File: src/rtl/vga_mismatch_monitor.sv
// Filters the lockstep comparator MISMATCH flag into a sticky FAULT and keeps
// mismatch diagnostics readable and clearable over an AHB-Lite slave port.
module vga_mismatch_monitor #(
   parameter int unsigned THRESHOLD = 4
) (
   input  logic        HCLK,
   input  logic        HRESET,
   input  logic        MISMATCH,
   input  logic        HSEL,
   input  logic [31:0] HADDR,
   input  logic [1:0]  HTRANS,
   input  logic        HWRITE,
   input  logic [31:0] HWDATA,
   input  logic        HREADY,
   output logic        HREADYOUT,
   output logic [31:0] HRDATA,
   output logic        FAULT
);

   typedef enum logic [1:0] {StOk = 2'd0, StSuspect = 2'd1, StFault = 2'd2} state_e;

   localparam logic [15:0] ThreshM1 = 16'(THRESHOLD - 1);

   state_e      state_q;
   logic        fault_q;
   logic        mm_q;
   logic [31:0] cyc_q;
   logic [15:0] run_q, run_d;
   logic [15:0] total_q, total_d;
   logic [15:0] maxrun_q, maxrun_d;
   logic [31:0] first_q, first_d;
   logic        ever_q, ever_d;
   logic        en_q, en_d;
   logic        dph_q, dwr_q;
   logic [1:0]  dad_q;

   logic        ctrl_wr, clr, count_en;
   logic [15:0] run_inc;
   logic        unused_bits;

   assign unused_bits = ^{HADDR[31:4], HADDR[1:0], HTRANS[0], HWDATA[31:2]};

   always_comb begin
      ctrl_wr  = dph_q & dwr_q & HREADY & (dad_q == 2'd3);
      clr      = ctrl_wr & HWDATA[0];
      en_d     = ctrl_wr ? HWDATA[1] : en_q;
      count_en = en_q & mm_q & ~clr;
      run_inc  = (run_q == 16'hFFFF) ? run_q : run_q + 16'd1;

      run_d    = run_q;
      total_d  = total_q;
      maxrun_d = maxrun_q;
      first_d  = first_q;
      ever_d   = ever_q;

      if (clr) begin
         run_d    = '0;
         total_d  = '0;
         maxrun_d = '0;
         first_d  = '0;
         ever_d   = 1'b0;
      end else begin
         run_d = count_en ? run_inc : '0;
         if (count_en) begin
            total_d  = (total_q == 16'hFFFF) ? total_q : total_q + 16'd1;
            maxrun_d = (run_inc > maxrun_q) ? run_inc : maxrun_q;
            if (!ever_q) begin
               first_d = cyc_q;
               ever_d  = 1'b1;
            end
         end
      end
   end

   always_ff @(posedge HCLK) begin
      if (HRESET) begin
         mm_q     <= 1'b0;
         cyc_q    <= '0;
         run_q    <= '0;
         total_q  <= '0;
         maxrun_q <= '0;
         first_q  <= '0;
         ever_q   <= 1'b0;
         en_q     <= 1'b1;
         dph_q    <= 1'b0;
         dwr_q    <= 1'b0;
         dad_q    <= '0;
      end else begin
         mm_q     <= MISMATCH;
         cyc_q    <= cyc_q + 32'd1;
         run_q    <= run_d;
         total_q  <= total_d;
         maxrun_q <= maxrun_d;
         first_q  <= first_d;
         ever_q   <= ever_d;
         en_q     <= en_d;
         if (HREADY) begin
            dph_q <= HSEL & HTRANS[1];
            dwr_q <= HWRITE;
            dad_q <= HADDR[3:2];
         end
      end
   end

   // Filter FSM; FAULT is registered alongside the state so it never glitches.
   always_ff @(posedge HCLK) begin
      if (HRESET || clr) begin
         state_q <= StOk;
         fault_q <= 1'b0;
      end else begin
         unique case (state_q)
            StOk: begin
               if (count_en) begin
                  if (THRESHOLD > 1) begin
                     state_q <= StSuspect;
                  end else begin
                     state_q <= StFault;
                     fault_q <= 1'b1;
                  end
               end
            end
            StSuspect: begin
               if (!count_en) begin
                  state_q <= StOk;
               end else if (run_q == ThreshM1) begin
                  state_q <= StFault;
                  fault_q <= 1'b1;
               end
            end
            StFault: state_q <= StFault;
            default: state_q <= StOk;
         endcase
      end
   end

   always_comb begin
      HRDATA = '0;
      if (dph_q && !dwr_q) begin
         unique case (dad_q)
            2'd0: HRDATA = {26'd0, state_q, 1'b0, ever_q, mm_q, fault_q};
            2'd1: HRDATA = {maxrun_q, total_q};
            2'd2: HRDATA = first_q;
            2'd3: HRDATA = {30'd0, en_q, 1'b0};
         endcase
      end
   end

   assign HREADYOUT = 1'b1;
   assign FAULT     = fault_q;

endmodule

File: config.mk
export PLATFORM = sky130hd
export DESIGN_NAME = vga_mismatch_monitor
export DESIGN_NICKNAME = d
export VERILOG_FILES = /design/src/rtl/vga_mismatch_monitor.sv
export SDC_FILE = /design/constraint.sdc
export NUM_CORES = 1
export LEC_CHECK = 0
export ABC_AREA = 1
export CORE_UTILIZATION = 30
export DETAILED_ROUTE_END_ITERATION = 8
export GPL_ROUTABILITY_DRIVEN = 0
export PLACE_DENSITY_LB_ADDON = 0.12
export SLEW_MARGIN = 20
export SYNTH_ARGS = -nofsm -noshare
export SYNTH_HDL_FRONTEND = slang
export SYNTH_SLANG_ARGS = --single-unit
File: constraint.sdc
create_clock -name HCLK -period 2.7 [get_ports HCLK]
set_clock_uncertainty 0.15 [all_clocks]
set_input_delay 0.54 -clock HCLK [delete_from_list [all_inputs] [get_ports HCLK]]
set_output_delay 0.54 -clock HCLK [all_outputs]
set_load 0.02 [all_outputs]
**Word level (Yosys, flattened, before mapping)**

Cells that the tools add are included.

- Bits in read-only memories: 0
- Bits in latches: 0
- Bits in registers: 122
- Bits in writable memories: 0
- Output and inout bits: 34
- Memories kept: 0
- Word-level logic and storage cells: 57

- Equality and inequality tests: 10
- Bitwise operators: 11
- Multiplexer cells: 7
- Multipliers: 0
- Div/mod/pow operators: 0
- Shift-type cells: 0
- $add $sub $neg: 3
- Reductions and logical operators: 12
- Magnitude comparators: 1

Operators by type and width:

| cell | count |
|---|---|
| 32-bit one-hot mux with 4 select lines | 1 |
| 16-bit by 1-bit adder with 16-bit output (second input constant) | 2 |
| 32-bit by 1-bit adder with 32-bit output (second input constant) | 1 |
| 16-bit equality test (second input constant) | 2 |
| 32-bit two-way mux | 1 |
| 16-bit by 2-bit equality test with 1-bit output (second input constant) | 1 |
| 16-bit greater-than comparator | 1 |
| 16-bit two-way mux | 1 |
| 2-bit AND reduction | 4 |
| 1-bit bitwise AND | 7 |
| 2-bit equality test (second input constant) | 3 |
| 2-bit two-way mux | 3 |
| 2-bit one-hot mux with 3 select lines | 1 |
| 2-bit by 1-bit equality test with 1-bit output (second input constant) | 2 |
| 2-bit logical NOT | 2 |
| 1-bit inverter | 4 |
| 3-bit != test (second input constant) | 1 |
| 3-bit AND reduction | 1 |
| 3-bit OR reduction | 1 |
| 2-bit != test (second input constant) | 1 |
| 2-bit OR reduction | 1 |
| 1-bit logical AND | 1 |
| 1-bit logical NOT | 1 |
| 1-bit logical OR | 1 |

**Longest topological paths before layout**

- Depth after elaboration: 8
- Mapped depth: 23
- Mapped depth without buffers: 21

**Worst setup path after synthesis**

OpenSTA, ideal clock, no wires.

- Kind: flip-flop to flip-flop
- Start: register run_q[1]
- End: register maxrun_q[10]
- Setup slack: -194 ps
- Arrival: 2629 ps
- Library setup time: 115 ps
- Stages on the path, launching flop included: 23
- Path buffers: 2
- Period minus slack after synthesis: 2894 ps
- Cell sequence: dfxtp_1 -> ha_1 -> nand2_2 -> nor2_4 -> nand2_4 -> nor2_8 -> inv_4 -> buf_6 -> nor2_8 -> nor2_2 -> ha_1 -> nand2_1 -> nand2_1 -> nand2_1 -> nand2_1 -> nand2_1 -> nand2_1 -> nand2_1 -> nand2_1 -> clkbuf_1 -> nand3_1 -> nand2_1 -> nor2_1

- Cells in the longest elaborated chain, start to end: 4
- Elaborated cells on any way between the ends: 5
- Classes of those cells: add/sub: 1; order compare: 1; eq/ne: 1; mux: 1; reduce/logical: 1

RTL lines:

| what | RTL line | RTL |
|---|---|---|
| start: declaration | 28 | `logic [15:0] run_q, run_d;` |
| start signal: assignment | 91 | `run_q <= run_d;` |
| 16-bit by 1-bit adder with 16-bit output / 16-bit equality test (equally long branches) | 48 | `run_inc = (run_q == 16'hFFFF) ? run_q : run_q + 16'd1;` |
| 16-bit two-way mux (*) | 48 |  |
| via run_inc[1] | 38 | `logic [15:0] run_inc;` |
| 16-bit greater-than comparator (*) | 66 | `maxrun_d = (run_inc > maxrun_q) ? run_inc : maxrun_q;` |
| 2-bit AND reduction (no source line) (*) | n/a |  |
| end signal: assignment | 93 | `maxrun_q <= maxrun_d;` |
| end: declaration | 30 | `logic [15:0] maxrun_q, maxrun_d;` |

Mark *: on every way through the listed nets, which the timed path passes. The rest lies on a longest branch.
A chain may end at the register's enable or synchronous reset.

**Final worst setup path**

- Start: register run_q[0]
- End: register maxrun_q[10]

Same word-level chain as after synthesis.

==> results.md <==
- Min-Delay Endpoint: cyc_q[0]
- Violated checks: negative setup slack
- Tcrit/Tclk final: 102.9%
- Final hold vios: 0
- Core area: between 0.02 and 0.025 sq mm
- Sink Count: around 120
- Layout cells sized above 1: 19.71%
- Minimum clock period: 2.777 ns
- Placed cell area: approximately 0.0076 sq mm
- Required @ worst endpoint: around 2.9 ns
- Vias per inst: 4.635
- Post-synthesis cell count: a little under 1000
- Area contributors post-synth: dfxtp_1, nand2_1, a21oi_1
- GR peak layer: met2
- Nets: roughly 1200
- Via count: about 6400
- Routed Antenna Nets: 0
- Setup TNS Final: -0.5433 ns
- Fin. max-slew vios: 0
- Total Wirelength: between 15 and 20 mm
- Syn avg cell area: ~6.6 sq um
- Max Cap Violations: 0
- Die W: ~150 microns
- Worst hold start: cyc_q[0]
- Largest net degree at the start of global routing: 40
- Site Rows: 53
- Die height: 149.6 microns
- Pleak: roughly 3.4 nW
- Flop2flop setup slack: -0.08 ns
- R2R cell count: 20
- Initial core utilization: slightly above 30%
- Design area: approximately 0.0088 sq mm
- Number of global-route vias before repair: roughly 6000
- Status: finished with violations
- Hold WC Path Type: flip-flop to flip-flop
- # port buffers: between 40 and 50
- Max_slew headroom: 62.30%
- H-tree depth: 4
- # diodes: 0
- Die area: 0.02239 sq mm
- Critical Path AT: around 2.9 ns
- Placed cell count: 1322
- CTS buffer count: 17
- DR DRC count: 0
- GRT met1 Usage: between 20% and 30%
- Hpwl dp: approximately 14 mm
- Non-Filler Instances: between 1000 and 1500
- Setup WS post-layout: -0.07719 ns
- Area of the mapped netlist: 0.006539 sq mm
- Cell taking the most area after synthesis: dfxtp_1
- Area Growth Syn to Fin: 34.35%
- Drt initial violations: a little over 400
- Yosys top cell area share: 37.35%
- Worst-path clk slew: ~0.06 ns
- Least-Margin Pin Slew: roughly 0.56 ns
- Post-synthesis sequential area ratio: approximately 37%
- FMAX: between 0.3 and 0.4 GHz
- Worst Path Max Fanout: 10
- Avg WL per Cell: 14.22 microns
- Startpoint types: flip-flop
- Drt first pass iters: 6
- CTS Buffer Depth: 2
- First-pass GRT wire length: 31.22 mm
- CTS tree: yes
- Boundary Pins: between 100 and 150
- CP Capture Type: flip-flop
- RR Startpoint: run_q[0]
- Number of buffers inserted by hold repair at cts: 0
- Yosys reg bits: ~120
- Met3 Resource Use GR: around 3.2%
- Syn_nets: approximately 1100
- Max VDD drop: ~0.00062 V
- Setup-failing EPs final: 10
- Reg-to-Reg End: maxrun_q[10]
- RSZ-0062 raised after global routing: true
- Root buffer cell: clkbuf_16
- Crit Path Category: flip-flop to flip-flop
- PwrDens: 809.8 mW/mm^2
- Yosys Warn Count: 0
- Clk_lat worst skew: 0.42 ns
- GRT overflow: 0
- Hold Crit Depth: 1
- Synth cell types: a little over 40
- Number of antenna violations at the first check in global routing: 0
- GR Util met2: 28.36%
- GRT Resource Usage Total: 17.93%
stage by stage:
stage / hold slack (ns) / total power [W] / util (%) / setup slack, ns
5_1_grt: 0.3205 / 0.007513 / 41.40 / -0.2389
3_3_place_gp: 0.2970 / 0.003595 / 35.78 / -0.08087
4_1_cts: 0.3140 / 0.005957 / 38.77 / -0.004437
3_5_place_dp: 0.3014 / 0.003592 / 35.78 / -0.08245
6_report: 0.3077 / 0.007114 / 41.40 / -0.07719
2_1_floorplan: 0.2740 / 0.003107 / - / 0.03153
timing repair:
item	in CTS	in global routing
pin swaps	3	14
gates resized for setup	71	99
endpoints found under the setup margin	48	38
cloned	0	5
setup buffers	1	12
placed cells by master (no fill, tap or decap), types with 18 or more instances in the layout:
cell type      count
nor2_1           102
nor3_1            18
inv_1            100
a21oi_1          114
dfxtp_1          111
clkbuf_16         20
nand3_1           62
dlygate4sd2_1     18
nand2_1          246
nor2_2            18
nand2_2           18
buf_4             50
o21ai_0           25
nand4_1           19
state kept, by name, indices dropped and copies added, names as in the netlist, 2 cells and up:
signal,cells
cyc_q,32
dad_q,2
first_q,32
maxrun_q,16
run_q,16
state_q,2
total_q,16
cells in the mapped netlist:
cell and number:
o21ai_4 1, nor4_1 2, buf_4 6, nor3b_1 4, nor2_4 2, xor2_2 1
a211oi_1 2, nor2_1 121, nor3_4 1, nand2_1 263, a221oi_1 2, nand3b_1 5
inv_1 105, xnor2_1 3, nand2_4 1, o221ai_1 1, clkbuf_1 17, ha_1 19
o22ai_1 1, xor2_1 10, o21a_1 1, or2_2 3, nand4_1 19, buf_1 6
o21ai_0 27, a31oi_1 1, dfxtp_1 122, inv_4 1, nor3_2 1, nand3_1 71
nor2_8 2, buf_6 1, nor2_2 5, or2_0 3, a21oi_1 127, a21o_1 1
nor3_1 18, nand2_2 4, inv_2 3, buf_2 7, conb_1 1
layout make-up:
class	instances	area, sq um
clock buffer	18	439.2
clock inverter	13	151.4
fill	2282	12440
inverter	109	424.2
multi-input combinational	723	3887
sequential	122	2459
tap	275	344.1
timing repair buffer	110	1071
timing repair inverter	1	8.758
per-layer routing:
| metal | vias to the layer above | part of all wire, % |
|---|---|---|
| met5 | - | 0 |
| met4 | 0 | 1.3 |
| met3 | 17 | 2.5 |
| met2 | 69 | 47 |
| met1 | 2869 | 49 |
| li1 | 3399 | - |
power breakdown:
| part | switching [W] | internal (W) | leakage [nW] |
|---|---|---|---|
| clock network | 0.000848 | 0.00146 | 0.288 |
| logic | 0.00138 | 0.00135 | 2.08 |
| registers | 0.000131 | 0.00195 | 0.992 |
| total | 0.00236 | 0.00476 | 3.36 |
critical path, stage by stage, from the launching register on:
cell       delay (ns)
dfxtp_4          0.37
ha_4             0.15
nand2_4          0.06
nor2_4           0.13
nand2_4          0.09
nor2_8           0.16
buf_6            0.15
buf_6            0.11
a21oi_4          0.03
inv_1            0.10
ha_4             0.20
nand2_1          0.05
nand2_1          0.06
nand3_2          0.06
nand2_2          0.06
a21oi_2          0.18
nand2_4          0.09
buf_12           0.14
clkbuf_16        0.16
a21oi_1          0.12
nor2_1           0.06
worst max path at each step:
stage                   from            to  cells past startpoint
floorplan           run_q[0]  maxrun_q[14]                     22
global route        run_q[0]   maxrun_q[6]                     23
CTS                 dad_q[1]    HRDATA[13]                      6
finish              run_q[0]  maxrun_q[10]                     20
detailed placement  run_q[0]  maxrun_q[13]                     19
global placement    run_q[0]   maxrun_q[1]                     22
logic make-up after synthesis:
family                     after synthesis  synth area share, %
and+or+nand+nor                        525                34.86
AOI/OAI and AO/OA                      164                13.09
buffers and inverters                  146                9.013
DFF                                    122                37.35
adders and majority gates               19                3.636
xor gates and xnor gates                14                1.990
other                                    1              0.05735
(Power assumes the default switching activity.)
